**src/rtl/keypad_code_lock_pkg.sv**
```systemverilog
// Shared definitions for the keypad code lock: FSM state encoding and
// the width helper for the shared down-counter.
package lock_pkg;

    typedef enum logic [1:0] {
        ST_ENTRY   = 2'd0,
        ST_OPEN    = 2'd1,
        ST_LOCKOUT = 2'd2
    } lock_state_e;

    // Bits needed to hold (largest of three cycle counts) - 1.
    function automatic int unsigned clog2_max3(input int unsigned a,
                                               input int unsigned b,
                                               input int unsigned c);
        int unsigned m;
        m = a;
        if (b > m) m = b;
        if (c > m) m = c;
        return (m < 2) ? 1 : $clog2(m);
    endfunction

endpackage

```
**src/rtl/keypad_code_lock_if.sv**
```systemverilog
// Keypad lock bus: debounced keys and code in, lock status out.
interface keypad_code_lock_if #(
    parameter int NUM_KEYS  = 4,
    parameter int CODE_LEN  = 4,
    parameter int MAX_FAILS = 3
);
    localparam int KEY_W  = $clog2(NUM_KEYS);
    localparam int CNT_W  = $clog2(CODE_LEN + 1);
    localparam int FAIL_W = $clog2(MAX_FAILS + 1);

    logic [NUM_KEYS-1:0]       key_db;
    logic [CODE_LEN*KEY_W-1:0] code_in;
    logic                      unlocked;
    logic                      fail_pulse;
    logic                      locked_out;
    logic [CNT_W-1:0]          digit_cnt;
    logic [FAIL_W-1:0]         fail_cnt;

    modport master (
        output key_db, code_in,
        input  unlocked, fail_pulse, locked_out, digit_cnt, fail_cnt
    );

    modport slave (
        input  key_db, code_in,
        output unlocked, fail_pulse, locked_out, digit_cnt, fail_cnt
    );

endinterface

```
**src/rtl/keypad_code_lock_key_press_detect.sv**
```systemverilog
// Rising-edge detector over the debounced key lines; classifies each
// cycle as no press, a single-key press (with its index) or a multi-key press.
module key_press_detect #(
    parameter int NUM_KEYS = 4
) (
    input  logic                        clk,
    input  logic                        srst,
    input  logic [NUM_KEYS-1:0]         key_db_i,
    output logic                        press_o,
    output logic                        valid_o,
    output logic [$clog2(NUM_KEYS)-1:0] digit_o
);
    localparam int KEY_W = $clog2(NUM_KEYS);

    logic [NUM_KEYS-1:0] key_prev_q;
    logic [NUM_KEYS-1:0] rise;

    // Reset to all ones so a key held through reset is not seen as a press.
    always_ff @(posedge clk) begin
        if (srst) key_prev_q <= '1;
        else      key_prev_q <= key_db_i;
    end

    for (genvar gi = 0; gi < NUM_KEYS; gi++) begin : g_rise
        assign rise[gi] = key_db_i[gi] & ~key_prev_q[gi];
    end

    assign press_o = |rise;
    assign valid_o = press_o && ((rise & (rise - NUM_KEYS'(1))) == '0);

    always_comb begin
        digit_o = '0;
        for (int i = NUM_KEYS - 1; i >= 0; i--) begin
            if (rise[i]) digit_o = KEY_W'(i);
        end
    end

endmodule

```
**src/rtl/keypad_code_lock.sv**
```systemverilog
// Keypad code lock: collects CODE_LEN digits, opens on a match, counts
// consecutive failures into a timed lockout, and abandons stale partial entries.
module keypad_code_lock
    import lock_pkg::*;
#(
    parameter int NUM_KEYS       = 4,
    parameter int CODE_LEN       = 4,
    parameter int MAX_FAILS      = 3,
    parameter int OPEN_CYCLES    = 250000000,
    parameter int LOCKOUT_CYCLES = 500000000,
    parameter int TIMEOUT_CYCLES = 150000000
) (
    input  logic               MAX10_CLK1_50,
    input  logic               Reset,
    keypad_code_lock_if.slave  lock_if
);
    localparam int KEY_W  = $clog2(NUM_KEYS);
    localparam int CNT_W  = $clog2(CODE_LEN + 1);
    localparam int FAIL_W = $clog2(MAX_FAILS + 1);
    localparam int TMR_W  = clog2_max3(OPEN_CYCLES, LOCKOUT_CYCLES, TIMEOUT_CYCLES);

    localparam logic [TMR_W-1:0] OPEN_LOAD = TMR_W'(OPEN_CYCLES - 1);
    localparam logic [TMR_W-1:0] LOCK_LOAD = TMR_W'(LOCKOUT_CYCLES - 1);
    localparam logic [TMR_W-1:0] TMO_LOAD  = TMR_W'(TIMEOUT_CYCLES - 1);

    lock_state_e        state_q;
    logic [CNT_W-1:0]   digit_cnt_q;
    logic [FAIL_W-1:0]  fail_cnt_q;
    logic               mismatch_q;
    logic [TMR_W-1:0]   timer_q;
    logic               unlocked_q;
    logic               fail_pulse_q;
    logic               locked_out_q;

    logic               press;
    logic               key_valid;
    logic [KEY_W-1:0]   key_digit;
    logic [KEY_W-1:0]   code_digit [CODE_LEN];
    logic [KEY_W-1:0]   exp_digit;
    logic               digit_bad;
    logic               last_digit;
    logic [FAIL_W-1:0]  fail_cnt_inc;

    key_press_detect #(
        .NUM_KEYS (NUM_KEYS)
    ) u_press (
        .clk      (MAX10_CLK1_50),
        .srst     (Reset),
        .key_db_i (lock_if.key_db),
        .press_o  (press),
        .valid_o  (key_valid),
        .digit_o  (key_digit)
    );

    for (genvar gi = 0; gi < CODE_LEN; gi++) begin : g_code
        assign code_digit[gi] = lock_if.code_in[gi*KEY_W +: KEY_W];
    end

    // The expected digit is looked up live, so code_in only matters at press time.
    always_comb begin
        exp_digit = '0;
        for (int i = 0; i < CODE_LEN; i++) begin
            if (digit_cnt_q == CNT_W'(i)) exp_digit = code_digit[i];
        end
    end

    assign digit_bad    = !key_valid || (key_digit != exp_digit);
    assign last_digit   = (digit_cnt_q == CNT_W'(CODE_LEN - 1));
    assign fail_cnt_inc = fail_cnt_q + FAIL_W'(1);

    always_ff @(posedge MAX10_CLK1_50) begin
        if (Reset) begin
            state_q      <= ST_ENTRY;
            digit_cnt_q  <= '0;
            fail_cnt_q   <= '0;
            mismatch_q   <= 1'b0;
            timer_q      <= TMO_LOAD;
            unlocked_q   <= 1'b0;
            fail_pulse_q <= 1'b0;
            locked_out_q <= 1'b0;
        end else begin
            fail_pulse_q <= 1'b0;
            case (state_q)
                ST_ENTRY: begin
                    if (press) begin
                        timer_q <= TMO_LOAD;
                        if (last_digit) begin
                            digit_cnt_q <= '0;
                            mismatch_q  <= 1'b0;
                            if (!mismatch_q && !digit_bad) begin
                                state_q    <= ST_OPEN;
                                unlocked_q <= 1'b1;
                                fail_cnt_q <= '0;
                                timer_q    <= OPEN_LOAD;
                            end else begin
                                fail_pulse_q <= 1'b1;
                                fail_cnt_q   <= fail_cnt_inc;
                                if (fail_cnt_inc == FAIL_W'(MAX_FAILS)) begin
                                    state_q      <= ST_LOCKOUT;
                                    locked_out_q <= 1'b1;
                                    timer_q      <= LOCK_LOAD;
                                end
                            end
                        end else begin
                            digit_cnt_q <= digit_cnt_q + CNT_W'(1);
                            mismatch_q  <= mismatch_q | digit_bad;
                        end
                    end else if (digit_cnt_q == '0) begin
                        timer_q <= TMO_LOAD;
                    end else if (timer_q == '0) begin
                        // Stale partial entry: drop it silently.
                        digit_cnt_q <= '0;
                        mismatch_q  <= 1'b0;
                        timer_q     <= TMO_LOAD;
                    end else begin
                        timer_q <= timer_q - TMR_W'(1);
                    end
                end
                ST_OPEN: begin
                    if (timer_q == '0) begin
                        state_q    <= ST_ENTRY;
                        unlocked_q <= 1'b0;
                        timer_q    <= TMO_LOAD;
                    end else begin
                        timer_q <= timer_q - TMR_W'(1);
                    end
                end
                ST_LOCKOUT: begin
                    if (timer_q == '0) begin
                        state_q      <= ST_ENTRY;
                        locked_out_q <= 1'b0;
                        fail_cnt_q   <= '0;
                        timer_q      <= TMO_LOAD;
                    end else begin
                        timer_q <= timer_q - TMR_W'(1);
                    end
                end
                default: begin
                    state_q      <= ST_ENTRY;
                    unlocked_q   <= 1'b0;
                    locked_out_q <= 1'b0;
                    timer_q      <= TMO_LOAD;
                end
            endcase
        end
    end

    assign lock_if.unlocked   = unlocked_q;
    assign lock_if.fail_pulse = fail_pulse_q;
    assign lock_if.locked_out = locked_out_q;
    assign lock_if.digit_cnt  = digit_cnt_q;
    assign lock_if.fail_cnt   = fail_cnt_q;

endmodule

```
**src/flat_wrapper.sv**
```systemverilog
// flat-port wrapper written by rule: the top's interface ports become plain ports
module keypad_code_lock_flat import lock_pkg::*;
#(
    parameter int NUM_KEYS       = 4,
    parameter int CODE_LEN       = 4,
    parameter int MAX_FAILS      = 3,
    parameter int OPEN_CYCLES    = 250000000,
    parameter int LOCKOUT_CYCLES = 500000000,
    parameter int TIMEOUT_CYCLES = 150000000
)
  (MAX10_CLK1_50, Reset, lock_if_key_db, lock_if_code_in, lock_if_unlocked, lock_if_fail_pulse, lock_if_locked_out, lock_if_digit_cnt, lock_if_fail_cnt);
  keypad_code_lock_if #(.NUM_KEYS(NUM_KEYS), .CODE_LEN(CODE_LEN), .MAX_FAILS(MAX_FAILS)) lock_if_i ();
  input  logic MAX10_CLK1_50;
  input  logic Reset;
  input wire logic [$bits(lock_if_i.key_db)-1:0] lock_if_key_db;
  input wire logic [$bits(lock_if_i.code_in)-1:0] lock_if_code_in;
  output wire logic [$bits(lock_if_i.unlocked)-1:0] lock_if_unlocked;
  output wire logic [$bits(lock_if_i.fail_pulse)-1:0] lock_if_fail_pulse;
  output wire logic [$bits(lock_if_i.locked_out)-1:0] lock_if_locked_out;
  output wire logic [$bits(lock_if_i.digit_cnt)-1:0] lock_if_digit_cnt;
  output wire logic [$bits(lock_if_i.fail_cnt)-1:0] lock_if_fail_cnt;
  assign lock_if_i.key_db = lock_if_key_db;
  assign lock_if_i.code_in = lock_if_code_in;
  assign lock_if_unlocked = lock_if_i.unlocked;
  assign lock_if_fail_pulse = lock_if_i.fail_pulse;
  assign lock_if_locked_out = lock_if_i.locked_out;
  assign lock_if_digit_cnt = lock_if_i.digit_cnt;
  assign lock_if_fail_cnt = lock_if_i.fail_cnt;
  keypad_code_lock #(.NUM_KEYS(NUM_KEYS), .CODE_LEN(CODE_LEN), .MAX_FAILS(MAX_FAILS), .OPEN_CYCLES(OPEN_CYCLES), .LOCKOUT_CYCLES(LOCKOUT_CYCLES), .TIMEOUT_CYCLES(TIMEOUT_CYCLES)) u_core (.MAX10_CLK1_50(MAX10_CLK1_50), .Reset(Reset), .lock_if(lock_if_i));
endmodule
```
**config.mk**
```make
export PLATFORM = sky130hd
export DESIGN_NAME = keypad_code_lock_flat
export DESIGN_NICKNAME = d
export VERILOG_FILES = /design/src/rtl/keypad_code_lock_pkg.sv /design/src/rtl/keypad_code_lock_if.sv /design/src/rtl/keypad_code_lock_key_press_detect.sv /design/src/rtl/keypad_code_lock.sv /design/src/flat_wrapper.sv
export SDC_FILE = /design/constraint.sdc
export NUM_CORES = 1
export LEC_CHECK = 0
export ABC_CLOCK_PERIOD_IN_PS = 3760
export BUFFER_PORTS_ARGS = -buffer_cell sky130_fd_sc_hd__buf_2
export CAP_MARGIN = 20
export CORE_UTILIZATION = 55
export CTS_BUF_LIST = sky130_fd_sc_hd__clkbuf_4 sky130_fd_sc_hd__clkbuf_8
export CTS_CLUSTER_SIZE = 20
export DETAILED_ROUTE_END_ITERATION = 8
export PLACE_DENSITY = 0.83
export SYNTH_ARGS = -nofsm -noshare
export SYNTH_HDL_FRONTEND = slang
export SYNTH_SLANG_ARGS = --single-unit
```
**constraint.sdc**
```tcl
create_clock -name MAX10_CLK1_50 -period 3.76 [get_ports MAX10_CLK1_50]
set_clock_uncertainty 0.15 [all_clocks]
set_input_delay 0 -clock MAX10_CLK1_50 [delete_from_list [all_inputs] [get_ports MAX10_CLK1_50]]
set_output_delay 0 -clock MAX10_CLK1_50 [all_outputs]
set_load 0.01 [all_outputs]
```
==> reports/qor.txt <==
status: finished, final reports clean
highest-count cells in the layout ignoring fill and taps: 44 x dfxtp_1, 29 x nor2_1, 26 x nand2_1
Worst Setup SP: u_core.timer_q[9]$_SDFF_PP0_
CP max stage delay: 0.60 ns
Final nets: 352
commonest non-fill, non-tap cell in the layout: dfxtp_1
Slew Viols, Final: 0
delay-heaviest family, CP: simple AND/OR/NAND/NOR gates
Routed Antenna Nets: 0
period utilisation layout: 0.8177
share of layout cells above drive strength 1: 0.1368
drt total wl: 5.874 mm
RSZ-0062 raised after global routing: false
1st-iter DRT viols: 119
GR Overflow Total: 0
hold crit path type: input pin to flip-flop
drt first pass iters: 4
Critical Path AT: 3.16 ns
register area share after synthesis: 0.3531
Setup TNS Final: 0 ns
initial antenna violation count: 0
CP most frequent cell: or4_4
hold_sp: lock_if_key_db[2]
worst rel slew slack: 0.4680
Layout area overhead: 12.74%
Post-Syn Area: 0.002495 mm^2
Net Count, Synth: 324
clock net sink count: 44
Max Fclk: 325.2 MHz
CTS max path bufs: 2
Vias per Instance: 6.066
DP HPWL: 4.305 mm
post-synthesis cell type count: 50
Die Ht: 69.35 um
Max Cap Violations: 0
final setup fails: 0
Setup crit start kind: flip-flop
Worst Hold Slack: 0.2806 ns
chip width: 69.35 um
Placer Congestion: 0.8686
Cell Chain, Critical Path: or4_1 -> or4_4 -> nand3b_4 -> or4_4 -> nand2_2 -> or3b_1 -> a21oi_1
Worst Path Buf+Inv: 0
VDD IR-drop max: 215.2 uV
CP max FO: 11
Mean Syn Cell Area: 8.316 um^2
drt drc: 0
vias in the first global route: 2268
CTS root buf: clkbuf_8
Worst-Margin Slew: 0.7896 ns
critical path type: flip-flop to flip-flop
CTS tree: done
Setup crit end kind: flip-flop
Synth Instances: 300
io pins: 22
area of the die: 0.004809 mm^2
final hold viol count: 0
# rows: 24
synthesis-stage register bit count: 44
Starting Density: 0.5730
core footprint: 0.004354 mm^2
static leakage: 1.128 nW
Clock Latency Late Sink: 0.30 ns
post-DR wirelength/cell: 15.42 um
GRT Util Overall: 0.2580
Crit path required time: 3.85 ns
Final min period: 3.075 ns
clk slew on worst S/H paths: 0.09 ns
first-pass GRT wire length: 10.09 mm
largest net degree at the start of global routing: 18
slowest CP cell: or4_4
TritonCTS buffer count: 5
Ys Warns: 0
htree depth: 2
I/O Buffers: 21
pwr dens: 346.2 mW/mm^2
Vias: 2311
r2r startpoint: u_core.timer_q[9]$_SDFF_PP0_
# diodes: 0
cts repair resizes: 0
## cell families after synthesis
logic type,after synthesis,synth area share
adder cells (fa/ha/maj),10,0.05015
multiplexers,1,0.004012
AO/OA/AOI/OAI,82,0.2162
flip-flops,44,0.3531
XOR/XNOR,22,0.07723
buffers and inverters,18,0.03360
AND/OR/NAND/NOR,123,0.2658
## layout make-up
class | instances | area [um^2]
Clock inverter | 2 | 38.79
Timing Repair Buffer | 29 | 177.7
Fill cell | 376 | 1541
Clock buffer | 6 | 82.58
Multi-Input combinational cell | 238 | 1530
Sequential cell | 44 | 880.8
Inverter | 10 | 37.54
Tap cell | 52 | 65.06
## worst paths after layout
check | to | slack (ns) | cells after the start
min reg2reg | u_core.mismatch_q$_SDFFE_PP0P_ | 0.31 | 2
min | u_core.u_press.key_prev_q[2]$_SDFF_PP1_ | 0.28 | 3
max reg2reg | u_core.state_q[0]$_SDFFE_PP0P_ | 0.69 | 7
max | u_core.state_q[0]$_SDFFE_PP0P_ | 0.69 | 7
## through the flow
stage	setup slack [ns]	util	instance area, um^2	cells	total power, mW
after floorplan	0.8514	-	2495	300	0.5674
after global placement	0.8021	0.6066	2641	368	0.5959
after detailed placement	0.7129	0.6066	2641	368	0.5976
after global routing	0.5534	0.6460	2813	381	1.011
after CTS	0.7127	0.6460	2813	381	0.9763
final	0.6854	0.6460	2813	381	0.9736
## cell usage after synthesis (all sizes together)
library cell  instances  share of area
clkbuf                3         0.0045
and3b                 1         0.0035
or3                   3         0.0075
o31ai                 7          0.021
a31oi                 2         0.0050
or3b                  1         0.0035
o22ai                 8          0.020
and3                  1         0.0025
a22o                  1         0.0035
and2                  1         0.0025
a221oi                2         0.0070
nand3b                3          0.014
xnor2                11          0.039
nor2                 29          0.044
o221a                 1         0.0045
or4                   9          0.030
buf                   5          0.014
a311oi                1         0.0035
xor2                 11          0.039
nor2b                 7          0.018
o211ai                1         0.0030
or2                   6          0.015
o41a                  1         0.0045
nand2b                9          0.023
nor3b                 2         0.0060
o211a                 4          0.016
a211oi                4          0.012
o21ai                16          0.032
ha                   10          0.050
nor3                 12          0.024
nor4                  8          0.020
mux2i                 1         0.0040
nor4b                 1         0.0035
a21o                  6          0.018
a21oi                22          0.046
o21a                  1         0.0030
inv                  10          0.015
a22oi                 1         0.0030
nand2                27          0.042
nand3                 3         0.0080
o311ai                1         0.0035
o221ai                3          0.011
dfxtp                44           0.35
## routing by layer
layer | wire length (um) | GRT usage
met1 | 2680 | 0.3321
met2 | 2785 | 0.4315
met3 | 289 | 0.04506
met4 | 119 | 0.09524
met5 | 0 | 0
## registers in the layout (all words and copies together), names as in the netlist
| name | count |
|---|---|
| u_core.timer_q | 29 |
| u_core.u_press.key_prev_q | 4 |
| u_core.lock_if.digit_cnt | 3 |
| u_core.lock_if.fail_cnt | 2 |
| u_core.state_q | 2 |
| u_core.lock_if.fail_pulse | 1 |
| u_core.lock_if.locked_out | 1 |
| u_core.lock_if.unlocked | 1 |
| u_core.mismatch_q | 1 |
## tightest hold or removal path: stages
cell	delay, ns
dlygate4sd3_1	0.52
buf_2	0.09
or2_2	0.09
## report_power, final
group	leakage (nW)	switching, mW	internal, mW
sequential	0.357	0.00538	0.472
clock	0.0614	0.163	0.217
combinational	0.710	0.0677	0.0474
## timing repair
action	4_1_cts	5_1_grt
hold buffers	5	0
endpoints found under the hold margin	14	0
buffers inserted	0	0
Note: power is estimated with default switching activity, not from simulation.
